**src/rtl/pipe_reg_chain.sv**
```systemverilog
// pipe_reg_chain: elastic valid/ready register chain with bubble collapsing,
// synchronous flush and a registered occupancy counter.
module pipe_reg_chain #(
  parameter int WIDTH = 2,
  parameter int DEPTH = 3,
  parameter int CW = $clog2(DEPTH + 1)
) (
  input  logic             clk,
  input  logic             rst,
  input  logic             flush,
  input  logic             in_valid,
  output logic             in_ready,
  input  logic [WIDTH-1:0] in_data,
  input  logic             in_flag,
  output logic             out_valid,
  input  logic             out_ready,
  output logic [WIDTH-1:0] out_data,
  output logic             out_flag,
  output logic [CW-1:0]    occupancy
);
  logic [DEPTH-1:0] v_q, v_d, f_q, f_up, up_v, ld, rdy;
  logic [DEPTH-1:0][WIDTH-1:0] d_q, d_up;
  logic [CW-1:0] occ_q, occ_d;
  logic in_xfer, out_xfer, r;
  // A stage is ready when it or any stage after it is empty, or the sink takes a word.
  always_comb begin
    r = out_ready;
    rdy = '0;
    for (int k = DEPTH - 1; k >= 0; k--) begin
      r = !v_q[k] | r;
      rdy[k] = r;
    end
    in_ready = rdy[0] & !flush;
    in_xfer = in_valid & in_ready;
    out_valid = v_q[DEPTH-1] & !flush;
    out_xfer = out_valid & out_ready;
    up_v = '0;
    d_up = '0;
    f_up = '0;
    up_v[0] = in_xfer;
    d_up[0] = in_data;
    f_up[0] = in_flag;
    for (int k = 1; k < DEPTH; k++) begin
      up_v[k] = v_q[k-1];
      d_up[k] = d_q[k-1];
      f_up[k] = f_q[k-1];
    end
    for (int k = 0; k < DEPTH; k++) begin
      v_d[k] = flush ? 1'b0 : rdy[k] ? up_v[k] : v_q[k];
      ld[k] = rdy[k] & up_v[k] & !flush;
    end
    occ_d = flush ? '0 :
            (in_xfer & !out_xfer) ? occ_q + 1'b1 :
            (out_xfer & !in_xfer) ? occ_q - 1'b1 : occ_q;
  end
  always_ff @(posedge clk or posedge rst) begin
    if (rst) begin
      v_q <= '0;
      f_q <= '0;
      d_q <= '0;
      occ_q <= '0;
    end else begin
      v_q <= v_d;
      occ_q <= occ_d;
      for (int k = 0; k < DEPTH; k++) begin
        if (ld[k]) begin
          d_q[k] <= d_up[k];
          f_q[k] <= f_up[k];
        end
      end
    end
  end
  assign out_data = d_q[DEPTH-1];
  assign out_flag = f_q[DEPTH-1];
  assign occupancy = occ_q;
endmodule

```
**config.mk**
```make
export PLATFORM = sky130hd
export DESIGN_NAME = pipe_reg_chain
export DESIGN_NICKNAME = d
export VERILOG_FILES = /design/src/rtl/pipe_reg_chain.sv
export SDC_FILE = /design/constraint.sdc
export NUM_CORES = 1
export LEC_CHECK = 0
export CORE_UTILIZATION = 42
export DETAILED_ROUTE_END_ITERATION = 8
export PLACE_DENSITY = 0.83
export SLEW_MARGIN = 20
export SYNTH_ARGS = -nofsm -noshare
export SYNTH_HDL_FRONTEND = slang
export SYNTH_SLANG_ARGS = --single-unit
export TNS_END_PERCENT = 100
```
**constraint.sdc**
```tcl
create_clock -name clk -period 1.27 [get_ports clk]
set_clock_uncertainty 0.05 [all_clocks]
set_input_delay 0.127 -clock clk [delete_from_list [all_inputs] [get_ports clk]]
set_output_delay 0.127 -clock clk [all_outputs]
set_load 0.05 [all_outputs]
```
# After elaboration in Yosys (flattened, before gate mapping)
# Cells that the tools add are included.
# word_totals
output_inout_bits	7
ff_bits	14
elab_cells	46
inputBits	8
# classes
bitwise_logic	15
addsub	2
reduce_logical	10
n_mux	9
# op_table
operator	count
$and 1x1->1	12
$logic_not 1->1	6
$mux 1	6
$mux 2	3
$reduce_bool 2->1	3
$or 1x1->1	3
$reduce_bool 3->1	1
$add 2x1->2 const B	1
$sub 2x1->2 const B	1

# Depth between registers and ports, before layout
# Gate-level depths: netlist of run 1.
# depth
ltp_word	11
depth_mapped	4
ltp_nobuf	4

# Worst setup path before layout of run 1
# Ideal clock, no wire load.
# synth_timing
path_type	register -> output
from	register v_q[2]
to	output in_ready
arrival_time_ns	1.383
path_buffers	0
required_time_ns	1.093
path_slack_ns	-0.290
stages_incl_launch_ff	4
cell_sequence	dfrtp_1 > nor2b_2 > and3_1 > nor2_1
# synth_via
elab_chain_cells	5
# synth_rtl
item	line	text
start, declared	21	logic [DEPTH-1:0] v_q, v_d, f_q, f_up, up_v, ld, rdy;
start signal, assigned	63	v_q <= v_d;
$logic_not 1->1	30	r = !v_q[k] | r;
$or 1x1->1 (3 in series)	30	
$and 1x1->1	33	in_ready = rdy[0] & !flush;
end, declared	12	output logic in_ready,
# Every way passes these cells.

# Worst setup path after layout of run 1
# Ends and elaborated chain as after synthesis.

==> results.md, run 1 <==
* RSZ-0062 raised after global routing: yes
* Pwr dens at 1420 nW/µm²
* First-pass GRT wire length at 2.15 mm
* Synth warn at 0
* DR WL/cell at roughly 15 µm
* Arrival time worst endpoint at 1.27 ns
* Gate Count Post-Synth at 53
* Final ANT Viol Nets at 0
* Tmin final at about 1.4 ns
* DRC violations left at 0
* First drt pass iteration count at 4
* Design area at 1100 µm²
* WL final at 1.47 mm
* Yosys reg bits at 14
* Slowest stage delay, CP at roughly 0.37 ns
* Worst hold slack at about 0.0017 ns
* Number of setup violations in the final report at 12
* Diode count at 0
* Die Width at 41.1 µm
* Post-synth top area share at between 50% and 60%
* Setup_tns at -1.65 ns
* Rel. slew slack at between 80% and 90%
* GRT Total Usage at 20.1%
* CP max-delay cell: dfrtp_1
* DP Wirelength at 1.00 mm
* Cell class contributing the biggest share of worst-path delay: simple AND/OR/NAND/NOR gates
* Crit-path cells: nor2b_4 -> and3_4 -> nor2_4 -> buf_12
* CP Launch Type: flip-flop
* Multi-input gate area at 354 µm²
* Gr ovfl total at 0
* Failing checks: negative setup slack
* Worst setup margin at -0.174 ns
* CP max FO at 3
* Vias/cell at 5.11
* Final Max Tran Viols at 0
* Top cells by area, synth: dfrtp_1 (55%), mux2_2 (16%), nor2_1 (5.3%)
* Clock Pin Slew Worst Setup and Hold Paths at 0.09 ns
* CTS tree: yes
* Final nets at 91
* Lkg Pwr at 0.524 nW
* Layout cells sized above 1 at 57.3%
* Crit path required time at ~1.1 ns
* Fillers at 86
* Htree depth at 1
* Drt initial violations at 7
* TritonCTS Buffers at 3
* Clock Tree Buf Depth at 2
* Die Ht at 41.1 µm
* Synth cell types at 20
* Status: complete, but fails checks
* Power Total at 1.57 mW
* Synthesized cell area at about 640 µm²
* Fin. Hold Viols at 0
* Clk sink count at 14
* Antenna violations before repair at 0
* Buf/Inv on CP at 1
* Number of I/O port buffers at 14
* Post-synth top area cell: dfrtp_1
* Post-DP Area at roughly 940 µm²
* Core Area at 1370 µm²
* Crit. End Element: primary output
* Initial Util at between 40% and 50%
* GPL Wtd Cong at 0.793
* Register area at approximately 350 µm²
* Largest net degree at the start of global routing at 10
* Mapped Avg Cell Area at 12.1 µm²
* Sequential fraction of the synthesis area at 54.7%
* Clk_lat worst skew at 0.28 ns
* Clock root buffer: clkbuf_4
* Vias at 496
* Top Ports at 15
* Row count at 13
* Fmax at between 0.6 and 0.7 GHz
* Worst hold-check path type: input port to asynchronous set/reset pin
* Final core occ at 80.8%
* Vias in the first global route at 486
* Slew at the pin with the worst max-slew slack at 0.267 ns
* Maximum vdd ir drop at 1.25 mV
* Die area at 1690 µm²
* Synthesis-to-layout area growth at 72.3%
* Period utilization at 114%
* Kind of critical path: flip-flop to primary output
* Maxcap violations at 0
* Syn Nets at 61
-- cells by family after synthesis --
logic type | after synthesis | synth area share [%]
mux | 10 | 18.2
buf+inv | 4 | 3.71
xor+xnor | 2 | 2.73
compound gates | 2 | 2.54
flops | 14 | 54.7
simple gates | 21 | 18.2
-- path summary, 6_finish.rpt --
| kind | from | end | slack [ns] | depth (start not counted) |
|---|---|---|---|---|
| min in group clk | flush | v_q[1] | 0.38 | 4 |
| worst min register to register | d_q[0] | d_q[2] | 0.46 | 1 |
| worst min-delay path | rst | occupancy[1] | 0.002 | 2 |
| worst max-delay path | v_q[2] | in_ready | -0.17 | 4 |
| max in group asynchronous | rst | f_q[0] | 0.77 | 3 |
| worst max register to register | v_q[2] | out_data[1] | -0.16 | 4 |
-- sequential cells by signal (all words and copies together) (netlist names) --
name       cells
out_data       2
v_q            3
occupancy      2
d_q            4
f_q            3
-- through the flow --
stage,instances,worst slack (ns)
6_report,97,-0.174
5_1_grt,97,-0.217
4_1_cts,95,-0.158
2_1_floorplan,53,-0.0373
3_3_place_gp,88,-0.330
3_5_place_dp,88,-0.408
-- repair_timing --
| action | in CTS | in global routing |
|---|---|---|
| gates resized for setup | 14 | 5 |
| endpoints found under the setup margin | 12 | 13 |
| pin swaps | 4 | 1 |
| buffers inserted | 3 | 2 |
| hold buffers | 0 | 0 |
-- synth_stat cells --
cell type  number
nand4_1         1
nor2b_2         1
and3_1          1
a21oi_1         1
mux2_2          9
nand2_2         1
buf_2           1
nand4b_1        1
nand3b_1        1
buf_4           2
dfrtp_1        14
nor2b_1         3
inv_1           1
mux2_4          1
a21boi_2        1
nor3b_2         1
xor2_1          1
xnor2_1         1
nand2_1         2
nor2_1          9
-- metal layers --
metal  part of all wire [%]  track usage, %  vias up
met3                    4.3            8.15        0
li1                       -               -      234
met2                     54            35.2       15
met4                      0               0        0
met5                      0               0        -
met1                     41            24.3      247
-- cell type report --
cell class	count	area share, %
repair buffers	28	30.6
clock buffers	4	3.29
multi-input cells	35	32.1
flip-flops and latches	14	32.0
inverters	1	0.340
well taps	15	1.70
-- power by group --
part           internal [mW]  switching (mW)
Combinational          0.360           0.267
Sequential             0.537          0.0865
Clock                  0.174           0.147
Total                   1.07           0.500
-- placed cells by master (no fill, tap or decap) --
master and count:
dfrtp_1 12, mux2_4 10, buf_4 10, nor2_1 8, buf_12 8, clkdlybuf4s50_1 6
clkbuf_4 3, buf_6 3, nor2b_4 2, nor2b_1 2, dfrtp_2 2, nand2_4 1
nand3b_1 1, nand4b_1 1, nand2_2 1, nor3b_4 1, and3_4 1, a21oi_1 1
nor2_4 1, inv_1 1, nand2_1 1, xor2_2 1, xnor2_2 1, nand4_1 1
a21boi_2 1, clkbuf_8 1, dlygate4sd2_1 1
Note: power is estimated with default switching activity, not from simulation.
==> run 2: changes to the inputs <==
--- a/config.mk
+++ b/config.mk
@@ -5,9 +5,10 @@
 export SDC_FILE = /design/constraint.sdc
 export NUM_CORES = 1
 export LEC_CHECK = 0
-export CORE_UTILIZATION = 42
+export CORE_UTILIZATION = 45
+export CTS_BUF_LIST = sky130_fd_sc_hd__clkbuf_8
 export DETAILED_ROUTE_END_ITERATION = 8
-export PLACE_DENSITY = 0.83
+export PLACE_DENSITY = 0.87
 export SLEW_MARGIN = 20
 export SYNTH_ARGS = -nofsm -noshare
 export SYNTH_HDL_FRONTEND = slang
==> run 2 against run 1 <==
The flow still finishes with violations (negative setup slack). Cell area is 2.4% lower. Critical endpoint is now occupancy[1]. Maximum frequency up 2.5%. Critical path type is now flip-flop to flip-flop. Largest cell class is now flip-flops and latches. Worst setup slack improved by 0.035 ns.
==> results.md, run 2 (synthesized netlist as in run 1, its figures left out) <==
* First drt pass iteration count at 4 (unchanged)
* Fmax at 0.710 GHz (+2.5%)
* Maximum vdd ir drop at 1.23 mV (-1.4%)
* Pwr dens at 1530 nW/µm² (+7.1%)
* Rel. slew slack at 81.0% (-1.2 points)
* Clock Pin Slew Worst Setup and Hold Paths at 0.06 ns (-0.03 ns)
* Diode count at 0 (unchanged)
* GRT Total Usage at 25.0% (+4.9 points)
* Gr ovfl total at 0 (unchanged)
* Hold buffers post-CTS at 0 (unchanged)
* Initial Util at 48.6% (+1.7 points)
* CTS tree: yes
* Failing checks: negative setup slack
* Flop2flop setup slack at -0.14 ns (+0.02 ns)
* WL final at 1.44 mm (-2.4%)
* Number of setup violations in the final report at 12 (unchanged)
* DR WL/cell at 14.5 µm (-4.4%)
* Fin. Hold Viols at 0 (unchanged)
* Die Width at 39.7 µm (-3.2%)
* Vias at 488 (-1.6%)
* Largest Register: d_q
* Worst hold-check path type: input port to asynchronous set/reset pin
* Arrival time worst endpoint at 1.49 ns (+0.22 ns)
* Tmin final at 1.41 ns (-0.0349 ns)
* DRC violations left at 0 (unchanged)
* Crit path required time at 1.35 ns (+0.26 ns)
* Kind of critical path: flip-flop to flip-flop
* Reg-to-reg endpoint: occupancy[1]
* Power Total at 1.64 mW (+4.6%)
* Final Max Tran Viols at 0 (unchanged)
* Antenna violations before repair at 0 (unchanged)
* Htree depth at 1 (unchanged)
* Cells after DPL at 88 (unchanged)
* Largest net degree at the start of global routing at 12 (+2)
* Layout cells sized above 1 at 53.6% (-3.7 points)
* Design area at 1080 µm² (-2.4%)
* Final ANT Viol Nets at 0 (unchanged)
* RSZ-0062 raised after global routing: yes
* Final core occ at 81.8% (+1.0 points)
* TritonCTS Buffers at 3 (unchanged)
* Row count at 13 (unchanged)
* Crit-path cells: buf_4 -> nand4b_1 -> nand2_2 -> a21boi_2 -> mux2_4
* RR Startpoint: v_q[2]
* Metal1 wirelength at 528 µm (-14%)
* Slowest stage delay, CP at 0.39 ns (+0.02 ns)
* R2R depth at 5 (+1)
* Non-filler cells, final at 99 (+2.1%)
* Die Ht at 39.7 µm (-3.2%)
* Crit. Startpoint: v_q[2]
* Top Ports at 15 (unchanged)
* Max reg flops at 4 (unchanged)
* Worst setup margin at -0.139 ns (+0.0349 ns)
* Vias in the first global route at 518 (+6.6%)
* Synthesis-to-layout area growth at 68.2%
* Core Area at 1320 µm² (-3.6%)
* Largest regs: d_q (4), f_q (3), v_q (3)
* Crit. End Element: flip-flop
* Maxcap violations at 0 (unchanged)
* CP max-delay cell: dfrtp_1
* Slew at the pin with the worst max-slew slack at 0.285 ns (+0.0183 ns)
* Period utilization at 111% (-2.7 points)
* Number of I/O port buffers at 14 (unchanged)
* Vias/cell at 4.93 (-3.6%)
* CP Launch Type: flip-flop
* CP max FO at 5 (+2)
* GPL Wtd Cong at 0.730 (-8.0%)
* Clock Tree Buf Depth at 2 (unchanged)
* Status: complete, but fails checks
* Drt initial violations at 3 (-4)
* Die area at 1580 µm² (-6.4%)
* Clk sink count at 14 (unchanged)
* Clk_lat worst skew at 0.24 ns (-0.04 ns)
* Metal3 WL at 75 µm (+19%)
* Post-DP Area at 943 µm² (unchanged)
* Top layer used by detailed routing: met4
* DR WL met2 at 810 µm (+1.4%)
* Final nets at 93 (+2.2%)
* First-pass GRT wire length at 2.33 mm (+8.7%)
* Most frequent cells in the layout: dfrtp_1 (13), buf_4 (13), nor2_1 (8), buf_12 (7), mux2_2 (6)
* Clock root buffer: clkbuf_8
* Lkg Pwr at 0.489 nW (-6.6%)
-- run 2: cell types whose count changed in the layout (fill, tap and decap cells not counted), sizes merged --
cell,previous run,this run
buf,21,23
clkdlybuf4s50,6,5
dlygate4sd2,1,2
-- run 2: worst max-delay path, delay by kind of cell, from the launching register on --
kind | cells | cell delay (ns)
buffers and inverters | 1 | 0.15
flip-flops | 1 | 0.39
AO/OA/AOI/OAI | 1 | 0.17
multiplexers | 1 | 0.31
AND/OR/NAND/NOR | 2 | 0.24
-- run 2: how the worst max path moves through the flow --
stage,endpoint,slack (ns)
3_5_place_dp,occupancy[1],-0.35
5_1_grt,in_ready,-0.18
4_1_cts,in_ready,-0.12
6_report,occupancy[1],-0.14
3_3_place_gp,occupancy[1],-0.31
2_1_floorplan,in_ready,-0.04
-- run 2: through the flow --
| stage | hold WS, ns | setup TNS (ns) | setup WS [ns] |
|---|---|---|---|
| after detailed placement | 0.292 | -3.67 | -0.352 |
| after global placement | 0.269 | -3.00 | -0.307 |
| after CTS | 0.0242 | -1.02 | -0.120 |
| final | 0.0255 | -1.10 | -0.139 |
| after global routing | 0.0443 | -1.72 | -0.181 |
| after floorplan | -0.0338 | -0.0429 | -0.0373 |
-- run 2: area by class of cell --
class,instances,area (µm²)
repair buffers,30,339
well taps,15,18.8
fillers,75,240
multi-input cells,35,309
clock buffers,4,55.1
inverters,1,3.75
flip-flops and latches,14,352
-- run 2: power by group --
part	internal (mW)	switching (mW)	total, mW
logic	0.334	0.265	0.599
registers	0.539	0.0809	0.620
clock network	0.274	0.151	0.426
-- run 2: repair_timing --
| item | CTS | global route |
|---|---|---|
| buffers inserted | 7 | 0 |
| resized for setup | 9 | 0 |
| endpoints found under the setup margin | 12 | 12 |
| pin swaps | 5 | 4 |
-- run 2: layer usage --
layer	up-vias	GRT usage [%]
met5	-	0
met4	0	12.1
met3	5	11.4
met2	16	43.4
met1	229	24.6
li1	238	-
==> run 3: changes to the inputs <==
--- a/config.mk
+++ b/config.mk
@@ -5,10 +5,12 @@
 export SDC_FILE = /design/constraint.sdc
 export NUM_CORES = 1
 export LEC_CHECK = 0
-export CORE_UTILIZATION = 45
+export CORE_UTILIZATION = 40
 export CTS_BUF_LIST = sky130_fd_sc_hd__clkbuf_8
+export CTS_CLUSTER_SIZE = 12
 export DETAILED_ROUTE_END_ITERATION = 8
-export PLACE_DENSITY = 0.87
+export PLACE_DENSITY = 0.8
+export SKIP_CTS_REPAIR_TIMING = 1
 export SLEW_MARGIN = 20
 export SYNTH_ARGS = -nofsm -noshare
 export SYNTH_HDL_FRONTEND = slang
==> run 3 against run 2 <==
The run still ends with negative setup slack left. Clock power about the same. First-iteration DRC count up 33%. Sequential cell count did not move. Critical path depth did not move. Wire length down 8.1%. Die area increased by 12%.
==> results.md, run 3 (synthesized netlist as in run 1, its figures left out) <==
* Status: complete, but fails checks
* Failing checks: negative setup slack
* Crit. End Element: flip-flop
* Most frequent cells in the layout: dfrtp_1 (13), mux2_4 (10), buf_4 (9), nor2_1 (8), buf_12 (8)
* Vias in the first global route at 505 (-2.5%)
* Diode count at 0 (unchanged)
* Non-filler cells, final at 95 (-4.0%)
* Cells after DPL at 89 (+1.1%)
* Clock Pin Slew Worst Setup and Hold Paths at 0.06 ns (about the same)
* First-pass GRT wire length at 2.10 mm (-9.8%)
* CTS tree: yes
* Htree depth at 1 (unchanged)
* Clock Tree Buf Depth at 2 (unchanged)
* Lkg Pwr at 0.503 nW (+2.8%)
* Kind of critical path: flip-flop to flip-flop
* Setup_tns at -1.45 ns (-0.350 ns)
* Row count at 14 (+1)
* Die area at 1770 µm² (+12%)
* Pwr dens at 1540 nW/µm² (+1.2%)
* Leading cell type in the layout, fill and taps excluded: dfrtp_1
* Maximum vdd ir drop at 0.765 mV (-38%)
* Die Width at 42.0 µm (+5.8%)
* Crit path required time at 1.35 ns (about the same)
* Power Total at 1.67 mW (+1.3%)
* Number of I/O port buffers at 14 (unchanged)
* Fillers at 106 (+41%)
* Number of setup violations in the final report at 13 (+1)
* RSZ-0062 raised after global routing: yes
* Top Ports at 15 (unchanged)
* TritonCTS Buffers at 3 (unchanged)
* Die Ht at 42.0 µm (+5.8%)
* DRC violations left at 0 (unchanged)
* Worst setup margin at -0.169 ns (-0.0307 ns)
* Design area at 1080 µm² (+0.12%)
* Dpl ws at -0.339 ns (+0.0127 ns)
* Largest net degree at the start of global routing at 15 (+3)
* R2R depth at 5 (unchanged)
* Maxcap violations at 0 (unchanged)
* Clk sink count at 14 (unchanged)
* Vias at 470 (-3.7%)
* Post-DP Area at 945 µm² (+0.13%)
* Rel. slew slack at 82.0% (+0.99 points)
* GRT Total Usage at 16.0% (-9.0 points)
* Synthesis-to-layout area growth at 68.4%
* Final ANT Viol Nets at 0 (unchanged)
* Initial Util at 42.5% (-6.1 points)
* Slew at the pin with the worst max-slew slack at 0.270 ns (-0.0148 ns)
* Worst hold slack at 0.129 ns (+0.104 ns)
* Vias/cell at 4.95 (+0.37%)
* Largest Register: d_q
* Arrival time worst endpoint at 1.52 ns (+0.03 ns)
* Final core occ at 71.6% (-10 points)
* Layout cells sized above 1 at 51.9% (-1.7 points)
* Antenna violations before repair at 0 (unchanged)
* Drt initial violations at 4 (+1)
* First drt pass iteration count at 4 (unchanged)
* Max reg flops at 4 (unchanged)
* GPL Wtd Cong at 0.766 (+4.9%)
* Clk_lat worst skew at 0.24 ns (about the same)
* DP Wirelength at 925 µm
* Largest regs: d_q (4), f_q (3), v_q (3)
* Core Area at 1510 µm² (+14%)
* Final nets at 88 (-5.4%)
* Clock root buffer: clkbuf_8
* Tmin final at 1.44 ns (+0.0307 ns)
* Worst hold-check path type: input port to asynchronous set/reset pin
* Fin. Hold Viols at 0 (unchanged)
* WL final at 1.32 mm (-8.1%)
* DR WL/cell at 13.9 µm (-4.2%)
* CP Launch Type: flip-flop
* Fmax at 0.695 GHz (-2.1%)
* Final Max Tran Viols at 0 (unchanged)
* Gr ovfl total at 0 (unchanged)
* Period utilization at 113% (+2.4 points)
* CP max FO at 3 (-2)
[run 3: area by class of cell]
cell class | count | area, µm² | area share, %
Sequential cell | 14 | 352 | 32.6
Inverter | 1 | 3.75 | 0.348
Clock buffer | 4 | 55.1 | 5.10
Timing Repair Buffer | 25 | 309 | 28.7
Tap cell | 16 | 20.0 | 1.86
Multi-Input combinational cell | 35 | 339 | 31.4
[run 3: metal layers]
layer	global-route usage, %	up-vias	share of wire (%)
met5	0	-	0
met4	9.38	0	0
met3	1.29	0	1.7
met2	28.1	10	55
met1	18.9	234	44
li1	-	226	-
[run 3: worst paths after layout]
path,end,slack [ns],start
min in group clk,v_q[0],0.43,in_valid
setup / recovery,occupancy[1],-0.17,v_q[2]
setup reg to reg,occupancy[1],-0.17,v_q[2]
hold reg to reg,f_q[1],0.46,f_q[0]
hold / removal,v_q[2],0.13,rst
max in group asynchronous,occupancy[0],0.86,rst
[run 3: power by group]
group | total, mW | internal [mW] | switching (mW)
clock network | 0.426 | 0.274 | 0.152
registers | 0.621 | 0.539 | 0.0827
logic | 0.618 | 0.355 | 0.263
total | 1.67 | 1.17 | 0.498
[run 3: worst max-delay path, cell delays in order, from the launching register on]
cell      delay (ns)
dfrtp_1         0.41
buf_6           0.13
nand4b_1        0.14
nand2_2         0.12
a21boi_2        0.17
mux2_4          0.30
